<file path="src/rtl/dmem_arbiter.sv">
// Round-robin 2-port arbiter/sequencer for a single-port word memory; handshake -> ACCESS -> RESP (response 2 cycles after handshake cycle).
// Backpressure: req_ready only in IDLE, one transaction per 3 cycles; responses are single-cycle pulses with no backpressure.
module dmem_arbiter #(
  parameter int DEPTH = 256
) (
  input  logic        clk,
  input  logic        rst,
  input  logic [1:0]  req_valid,
  output logic [1:0]  req_ready,
  input  logic [1:0]  req_we,
  input  logic [31:0] req_addr0,
  input  logic [31:0] req_addr1,
  input  logic [31:0] req_wdata0,
  input  logic [31:0] req_wdata1,
  output logic [1:0]  rsp_valid,
  output logic [31:0] rsp_rdata,
  output logic        rsp_err,
  output logic        mem_write_en,
  output logic [31:0] mem_addr,
  output logic [31:0] mem_write_data,
  input  logic [31:0] mem_read_data
);

  localparam logic [31:0] ADDR_LIMIT = 32'(DEPTH * 4);

  typedef enum logic [1:0] {IDLE, ACCESS, RESP} state_t;

  state_t      state, state_nxt;
  logic        port_q, we_q, err_q, last_grant;
  logic [31:0] addr_q, wdata_q, rsp_rdata_q;
  logic        winner, hs;
  logic [31:0] win_addr, win_wdata;

  // Contention goes to the port that did not win last time.
  always_comb begin
    winner    = (req_valid == 2'b11) ? ~last_grant : req_valid[1];
    win_addr  = winner ? req_addr1 : req_addr0;
    win_wdata = winner ? req_wdata1 : req_wdata0;
    hs        = (state == IDLE) && (req_valid != 2'b00);
  end

  always_ff @(posedge clk or posedge rst) begin
    if (rst) state <= IDLE;
    else     state <= state_nxt;
  end

  always_comb begin
    state_nxt = state;
    case (state)
      IDLE:    if (req_valid != 2'b00) state_nxt = ACCESS;
      ACCESS:  state_nxt = RESP;
      RESP:    state_nxt = IDLE;
      default: state_nxt = IDLE;
    endcase
  end

  always_comb begin
    req_ready    = 2'b00;
    rsp_valid    = 2'b00;
    rsp_err      = 1'b0;
    mem_write_en = 1'b0;
    case (state)
      IDLE:    if (hs && !rst) req_ready[winner] = 1'b1;
      ACCESS:  mem_write_en = we_q & ~err_q;
      RESP: begin
        rsp_valid[port_q] = 1'b1;
        rsp_err           = err_q;
      end
      default: ;
    endcase
  end

  always_ff @(posedge clk or posedge rst) begin
    if (rst) begin
      port_q      <= 1'b0;
      we_q        <= 1'b0;
      err_q       <= 1'b0;
      addr_q      <= '0;
      wdata_q     <= '0;
      rsp_rdata_q <= '0;
      last_grant  <= 1'b1;
    end else begin
      if (hs) begin
        port_q     <= winner;
        we_q       <= req_we[winner];
        addr_q     <= win_addr;
        wdata_q    <= win_wdata;
        err_q      <= (win_addr[1:0] != 2'b00) || (win_addr >= ADDR_LIMIT);
        last_grant <= winner;
      end
      // Stores and rejected accesses answer with zero data.
      if (state == ACCESS)
        rsp_rdata_q <= (we_q | err_q) ? 32'd0 : mem_read_data;
    end
  end

  assign rsp_rdata      = rsp_rdata_q;
  assign mem_addr       = addr_q;
  assign mem_write_data = wdata_q;

endmodule
</file>
<file path="config.mk">
export PLATFORM = sky130hd
export DESIGN_NAME = dmem_arbiter
export DESIGN_NICKNAME = d
export VERILOG_FILES = /design/src/rtl/dmem_arbiter.sv
export SDC_FILE = /design/constraint.sdc
export NUM_CORES = 1
export LEC_CHECK = 0
export BUFFER_PORTS_ARGS = -buffer_cell sky130_fd_sc_hd__buf_2
export CAP_MARGIN = 10
export CORE_AREA = 2 2 105 107
export CTS_BUF_LIST = sky130_fd_sc_hd__clkbuf_2
export DETAILED_ROUTE_END_ITERATION = 6
export DIE_AREA = 0 0 107 109
export PLACE_DENSITY = 0.76
export RECOVER_POWER = 25
export SYNTH_ARGS = -nofsm -noshare
export SYNTH_HDL_FRONTEND = slang
export SYNTH_SLANG_ARGS = --single-unit
</file>
<file path="constraint.sdc">
create_clock -name clk -period 4.95 [get_ports clk]
set_input_delay 0.495 -clock clk [delete_from_list [all_inputs] [get_ports clk]]
set_output_delay 0.495 -clock clk [all_outputs]
set_load 0.005 [all_outputs]
</file>
Word-level counts from Yosys, hierarchy flattened:

Index checks and enable logic that the tools add are counted.

* magnitude comparators: 5
* equal/unequal tests: 4
* muxes and demuxes: 17
* bitwise operators: 4
* reduce and logical (&&, ||, !) cells: 9

Operators by type and width (count)
* 32-bit 2-to-1 mux: 3
* 32-bit by 11-bit >= comparator with 1-bit output, second input constant: 1
* 2-bit 2-to-1 mux: 4
* 1-bit 2-to-1 mux: 7
* 2-bit equality test, second input constant: 2
* 1-bit logical AND: 4
* 1-bit by 2-bit < comparator with 1-bit output, second input constant: 2
* 2-bit one-hot mux with 2 select lines: 1
* 2-bit nonzero test: 2
* 1-bit demux with 1-bit select: 2
* 2-bit by 1-bit equality test with 1-bit output, second input constant: 1
* 1-bit >= comparator, second input constant: 2
* 2-bit logical NOT: 1
* 2-bit by 1-bit inequality test with 1-bit output, second input constant: 1
* 1-bit NOT: 2
* 1-bit bitwise AND: 1
* 1-bit logical NOT: 1
* 1-bit logical OR: 1
* 1-bit OR: 1

* flip-flop bits (word level): 102
* bits of input ports: 166
* output and inout bits: 102
* word-level logic and storage cells: 47

Depth between registers and ports, before layout:

Gate-level depths: netlist of run 1.

* depth after elaboration: 8
* gate-level depth with buffers: 7
* gate-level depth less buffers: 5

Worst setup path before layout of run 1:

OpenSTA, ideal clock, no wires.

* kind: input to output
* from: in rst
* to: out req_ready[1]
* arrival: 3.036 ns
* data required time: 4.455 ns
* setup slack: 1.419 ns
* stages on the path: 2
* buffers on the path: 0
* cell sequence: inv_1 -> and3_1

* longest elaborated chain between the ends: 4

Ends and longest elaborated chain
* from (decl): RTL line 7 `input logic rst,`
* 1-bit logical NOT (no source line)
* 1-bit logical AND: RTL line 63 `IDLE: if (hs && !rst) req_ready[winner] = 1'b1;`
* 2-bit 2-to-1 mux: RTL line 63
* 2-bit 2-to-1 mux: RTL line 62 `case (state)`
* to (decl): RTL line 9 `output logic [1:0] req_ready,`

Every way passes these cells.

Worst setup path in the final report of run 1:

Ends and elaborated chain as after synthesis.

==> flow_metrics.tcl, run 1 <==
set metrics [dict create \
    setup.worst_path.start_class "primary input" \
    rsz0062_at_grt "false" \
    antenna_cells_inserted 0 \
    grt_first_pass_wirelength_mm 20.1 \
    nNetsFinal 883 \
    io_buffers 267 \
    post_route_cells_drive_above_1_share 0.375 \
    report.final.setup_viol 0 \
    io_pins 268 \
    worstSkewPairLatency_ns 0.58 \
    netlist.top_cell.by_area "sky130_fd_sc_hd__dfrtp_1" \
    timing.max_slew.rel_slack 0.0811 \
    fillers 995 \
    post_synth_main_area_contributors "sky130_fd_sc_hd__dfrtp_1 (58%), sky130_fd_sc_hd__nand2_1 (11%), sky130_fd_sc_hd__a31oi_1 (9.4%)" \
    antenna_violations_before_repair 0 \
    placeableCoreArea_um2 10600 \
    synth-seq-cells 102 \
    cts_root_buf "sky130_fd_sc_hd__clkbuf_2" \
    final_cycle_share 0.627 \
    clock-sinks 102 \
    pwr-share-seq 0.459 \
    cts_post_setup_buffers_inserted 0 \
    drc_errors 0 \
    finalHoldWorstSlack_ns 0.0990 \
    cp_max_fo 23 \
    net_switching_power_uw 1110 \
    worst_max_slew_pin_slew_ns 1.38 \
    slew_viol_final 0 \
    cts_buffers 9 \
    holdBufCountCts 1 \
    totalNegativeSetupSlack_ns 0 \
    switching_share 0.395 \
    final-hold-violation-count 0 \
    power-per-cell-area_nw_per_um2 477 \
    drt_initial_violations 306 \
    grt_usage 0.219 \
    synthesis.area_per_instance_um2 9.41 \
    area_share_of_the_largest_cell_type_after_synthesis 0.575 \
    worst_setup_hold_path_clk_slew_ns 0.30 \
    max-clock-path-buffers 2 \
    drt_pre_antenna_iters 4 \
    die_h_um 109 \
    post-route-min-period_ns 3.10 \
    first_global_vias 4209 \
    combinationalPowerShare 0.394 \
    max_freq_mhz 322 \
    gr-total-overflow 0 \
    rows 38 \
    async_flop_share 1.00 \
    cts-resized-gates 0 \
    power_uw 2820 \
    pwr-share-clk 0.147 \
    leak_uw 0.00303 \
    postSynth.topFlopCell "sky130_fd_sc_hd__dfrtp_1" \
    start_util 0.414 \
    dp.final_hpwl_mm 9.83 \
    final_wtd_congestion 0.854 \
    route.detailed.vias_per_inst 5.14 \
    sum_of_routed_wire_length_over_all_layers_mm 13.1 \
    critical_path_class "primary input to output pin" \
    worstPathRequired_ns 4.45 \
    synthesized_cell_area_um2 4390 \
    route.vias.total 4429 \
    die_x_um 107 \
    status "finished clean" \
    count_of_flip_flops_with_a_built_in_enable_after_synthesis 0 \
    worstPathArrival_ns 2.61 \
    post_layout_nonfiller_instances 862 \
    placedCellCount 844 \
    post_dr_wirelength_cell_um 15.2 \
    post_syn_nets 633 \
    maxCapViolCount 0 \
    netlist_top_cells_count "sky130_fd_sc_hd__nand2_1 (132), sky130_fd_sc_hd__dfrtp_1 (101), sky130_fd_sc_hd__nor2_1 (67), sky130_fd_sc_hd__a31oi_1 (66), sky130_fd_sc_hd__a22o_1 (33)" \
    die_area_um2 11700 \
    drt.antenna.violating_nets 0 \
    seq_area_frac_synth 0.581 \
    synth_most_common_cell "sky130_fd_sc_hd__nand2_1" \
    synthesized_instance_count 467 \
    hold_path.class "primary input to flop" \
    htree_num_levels 3 \
    synth_cell_types 25 \
    internal_power_uw 1700 \
    crit_path_end_kind "output pin" \
    maximum_number_of_pins_on_one_net_before_global_route_repair 82 \
    area_growth_pct 34.4 \
    clock-skew-final_ns 0.0244 \
    synth-warning-count 0 \
    irDropWorstVdd_uv 182 \
    tritoncts "built" \
]
-- flip-flops by register name, indices dropped and copies added, names as in the netlist --
signal and cells:
mem_write_data 32, rsp_rdata 32, we_q 1, mem_addr 32
port_q 1, last_grant 1, state 2, err_q 1
-- path summary, 6_finish.rpt --
kind,start,end,slack (ns),depth (start not counted)
worst min register to register,rsp_rdata[11],rsp_rdata[11],0.54,1
worst max-delay path,rst,req_ready[1],1.85,5
min in group asynchronous,rst,mem_addr[22],0.63,3
worst min-delay path,mem_read_data[3],rsp_rdata[3],0.1,2
worst max register to register,state[0],mem_addr[27],2.47,6
max in group asynchronous,rst,mem_write_data[17],2.80,4
-- worst max-delay path, stage by stage --
cell and delay [ns]:
sky130_fd_sc_hd__dlygate4sd3_1 0.54, sky130_fd_sc_hd__clkbuf_1 0.13, sky130_fd_sc_hd__clkinvlp_2 0.84, sky130_fd_sc_hd__and3_1 0.47, sky130_fd_sc_hd__buf_2 0.14
-- placed cells by master, fill, tap and decap left out, drive strengths merged --
cell type,count
clkbuf,34
nand4,2
o21ai,1
and3,1
dlygate4sd3,1
inv,3
dfrtp,101
a21oi,1
a221oi,1
bufinv,1
nand2,132
clkinvlp,3
nor3b,2
nor3,2
nor2,68
a22o,33
dfstp,1
a21boi,1
nor4,12
and3b,2
nand2b,1
nand4b,2
buf,248
clkinv,3
a31oi,66
-- per-stage QoR --
step / utilization / area (um^2) / setup slack, ns
2_1_floorplan: - / 4390 / 1.42
3_3_place_gp: 0.546 / 5790 / 2.36
3_5_place_dp: 0.546 / 5790 / 2.27
4_1_cts: 0.559 / 5920 / 2.45
5_1_grt: 0.557 / 5910 / 1.56
6_report: 0.557 / 5910 / 1.85
-- cells by family after synthesis --
group           share of synthesized area
buf+inv                            0.0404
simple gates                        0.209
flops                               0.581
compound gates                      0.169
-- power by group through the flow --
stage / combinational (uW) / clock (uW) / sequential (uW)
after floorplan: 655 / 0 / 1310
after global placement: 1110 / 0 / 1300
after detailed placement: 1150 / 0 / 1310
after CTS: 1150 / 424 / 1290
after global routing: 1260 / 459 / 1330
final: 1110 / 415 / 1290
-- layer usage --
| metal | wire (um) | vias to the layer above | track usage |
|---|---|---|---|
| li1 | - | 2119 | - |
| met1 | 5210 | 2057 | 0.253 |
| met2 | 6490 | 223 | 0.380 |
| met3 | 1050 | 30 | 0.0568 |
| met4 | 374 | 0 | 0.103 |
| met5 | 0 | - | 0 |
-- area by class of cell --
cell class | count | area (um^2) | area share
multi-input combinational | 327 | 1670 | 0.282
clock inverter | 7 | 80.1 | 0.0136
timing repair buffer | 274 | 1370 | 0.232
clock buffer | 9 | 45.0 | 0.00763
inverter | 3 | 13.8 | 0.00233
sequential | 102 | 2550 | 0.432
tap | 140 | 175 | 0.0297
Power figures use the tool's default switching activity.
==> run 2: changes to the inputs <==
--- a/config.mk
+++ b/config.mk
@@ -7,10 +7,10 @@
 export LEC_CHECK = 0
 export BUFFER_PORTS_ARGS = -buffer_cell sky130_fd_sc_hd__buf_2
 export CAP_MARGIN = 10
-export CORE_AREA = 2 2 105 107
+export CORE_MARGIN = 2
+export CORE_UTILIZATION = 40
 export CTS_BUF_LIST = sky130_fd_sc_hd__clkbuf_2
 export DETAILED_ROUTE_END_ITERATION = 6
-export DIE_AREA = 0 0 107 109
 export PLACE_DENSITY = 0.76
 export RECOVER_POWER = 25
 export SYNTH_ARGS = -nofsm -noshare
==> constraint.sdc (replaced) <==
create_clock -name clk -period 2.8 [get_ports clk]
set_input_delay 0.28 -clock clk [delete_from_list [all_inputs] [get_ports clk]]
set_output_delay 0.28 -clock clk [all_outputs]
set_load 0.005 [all_outputs]
==> run 2 against run 1 <==
  * First-iteration DRC count up 14%
  * Setup slack got worse by 1.6 ns
  * Total power grew 120%
  * Register-to-register slack worse by 2.2 ns
  * Routed wire length rose by 28%
  * Critical endpoint is now mem_write_data[0]
  * Largest cell class is now non-clock buffers
  * Largest power group is now combinational cells
  * Highest routed layer unchanged
==> flow_metrics.tcl, run 2 (synthesis gave the netlist of run 1 again) <==
set metrics [dict create \
    layout.cells.most_common_list "sky130_fd_sc_hd__buf_2 (266), sky130_fd_sc_hd__dlygate4sd3_1 (165), sky130_fd_sc_hd__nand2_1 (131)" \
    worstSkewPairLatency_ns 0.55 \
    max_freq_mhz 392 \
    critical_path_class "flop to flop" \
    setup.worst_path.start_class "flop" \
    cp_max_fo 69 \
    drt_pre_antenna_iters 5 \
    final-hold-violation-count 0 \
    grt_first_pass_wirelength_mm 25.6 \
    timing.max_slew.rel_slack 0.0158 \
    regToRegSetupSlack_ns 0.25 \
    reg2reg_to "mem_write_data[0]" \
    drc_errors 0 \
    route.detailed.vias_per_inst 5.23 \
    cts_buffers 9 \
    min-delay-start "req_addr1[16]" \
    worst_setup_hold_path_clk_slew_ns 0.29 \
    sum_of_routed_wire_length_over_all_layers_mm 16.9 \
    slew_viol_final 0 \
    totalNegativeSetupSlack_ns 0 \
    hold_path.class "primary input to flop" \
    die_h_um 109 \
    clock-skew-final_ns 0.0232 \
    leak_uw 0.00377 \
    maxCapViolCount 0 \
    power-per-cell-area_nw_per_um2 817 \
    placedCellCount 850 \
    cts_post_setup_buffers_inserted 0 \
    io_pins 268 \
    antenna_violations_before_repair 0 \
    max-clock-path-buffers 2 \
    irDropWorstVdd_uv 514 \
    final_wtd_congestion 0.862 \
    dp.final_hpwl_mm 10.0 \
    final_core_utilization 0.705 \
    final_cycle_share 0.912 \
    io_buffers 267 \
    drt.antenna.violating_nets 0 \
    worst_max_slew_pin_slew_ns 1.48 \
    first_global_vias 5491 \
    maximum_number_of_pins_on_one_net_before_global_route_repair 70 \
    worstPathArrival_ns 3.06 \
    sequential_cell_area_um2 2550 \
    post_route_cells_drive_above_1_share 0.338 \
    post_dr_wirelength_cell_um 16.3 \
    placeableCoreArea_um2 10800 \
    nNetsFinal 1052 \
    multiInputGateArea_um2 1670 \
    route.vias.total 5401 \
    timing.rr.start "state[0]" \
    report.final.setup_viol 0 \
    grt_usage 0.280 \
    worst_min_delay_path_endpoint "err_q" \
    tritoncts "built" \
    htree_num_levels 3 \
    die_x_um 109 \
    hold_path_depth 5 \
    start_util 0.407 \
    drt_initial_violations 350 \
    area_growth_pct 73.2 \
    clock-sinks 102 \
    crit_path_end_kind "flop" \
    rsz0062_at_grt "false" \
    worstPathRequired_ns 3.31 \
    post-route-min-period_ns 2.55 \
    die_area_um2 11800 \
    rows 38 \
    gr-total-overflow 0 \
    layout.cells.most_common "sky130_fd_sc_hd__buf_2" \
    cts_root_buf "sky130_fd_sc_hd__clkbuf_2" \
    post_layout_nonfiller_instances 1032 \
    status "finished clean" \
    worst-r2r-cell-count 7 \
    fillers 782 \
]
-- run 2: how the worst max path moves through the flow --
stage | start | to | slack (ns) | cells after the start
3_3_place_gp | state[0] | mem_addr[14] | 0.90 | 6
5_1_grt | state[0] | mem_addr[21] | 0.06 | 7
4_1_cts | state[0] | mem_addr[16] | 0.17 | 7
3_5_place_dp | state[0] | mem_addr[21] | 0.78 | 6
6_report | state[0] | mem_write_data[0] | 0.25 | 7
2_1_floorplan | rst | req_ready[1] | 0.37 | 2
-- run 2: timing repair --
action | CTS | global route
hold buffers | 165 | 0
endpoints found under the hold margin | 199 | 0
endpoints found under the setup margin | 0 | 31
resized for setup | 0 | 1
-- run 2: area by class of cell --
| cell class | instances | share of cell area |
|---|---|---|
| flip-flops and latches | 102 | 0.336 |
| diodes | 1 | 0.000329 |
| clock buffers | 9 | 0.00592 |
| repair buffers | 443 | 0.403 |
| inverters | 3 | 0.00214 |
| clock inverters | 7 | 0.0104 |
| multi-input cells | 327 | 0.219 |
| well taps | 140 | 0.0230 |
-- run 2: critical path, cell delays in order (launching register included) --
cell and delay [ns]:
sky130_fd_sc_hd__dfrtp_1 0.49, sky130_fd_sc_hd__nor2_2 0.23, sky130_fd_sc_hd__o21ai_2 0.15, sky130_fd_sc_hd__clkinv_2 0.31, sky130_fd_sc_hd__buf_6 0.44, sky130_fd_sc_hd__nor2_1 0.10, sky130_fd_sc_hd__a31oi_1 0.18, sky130_fd_sc_hd__dlygate4sd3_1 0.57
-- run 2: per-stage QoR --
stage / instance area (um^2) / worst slack (ns) / hold WS (ns) / power (uW)
floorplan: 4400 / 0.366 / 0.343 / 3480
global placement: 5830 / 0.904 / 0.482 / 4280
detailed placement: 5830 / 0.777 / 0.487 / 4380
CTS: 7610 / 0.167 / 0.111 / 6120
global route: 7610 / 0.0555 / 0.156 / 6660
finish: 7610 / 0.247 / 0.153 / 6210
-- run 2: per-layer routing --
metal,up-vias,track usage,routed length [um]
met3,62,0.0562,1230
met2,301,0.500,8720
met4,0,0.168,680
met1,2566,0.306,6220
li1,2472,-,-
met5,-,0,0
-- run 2: power by group --
group,switching (uW),internal [uW]
Clock,517,220
Sequential,324,1980
Combinational,1420,1750
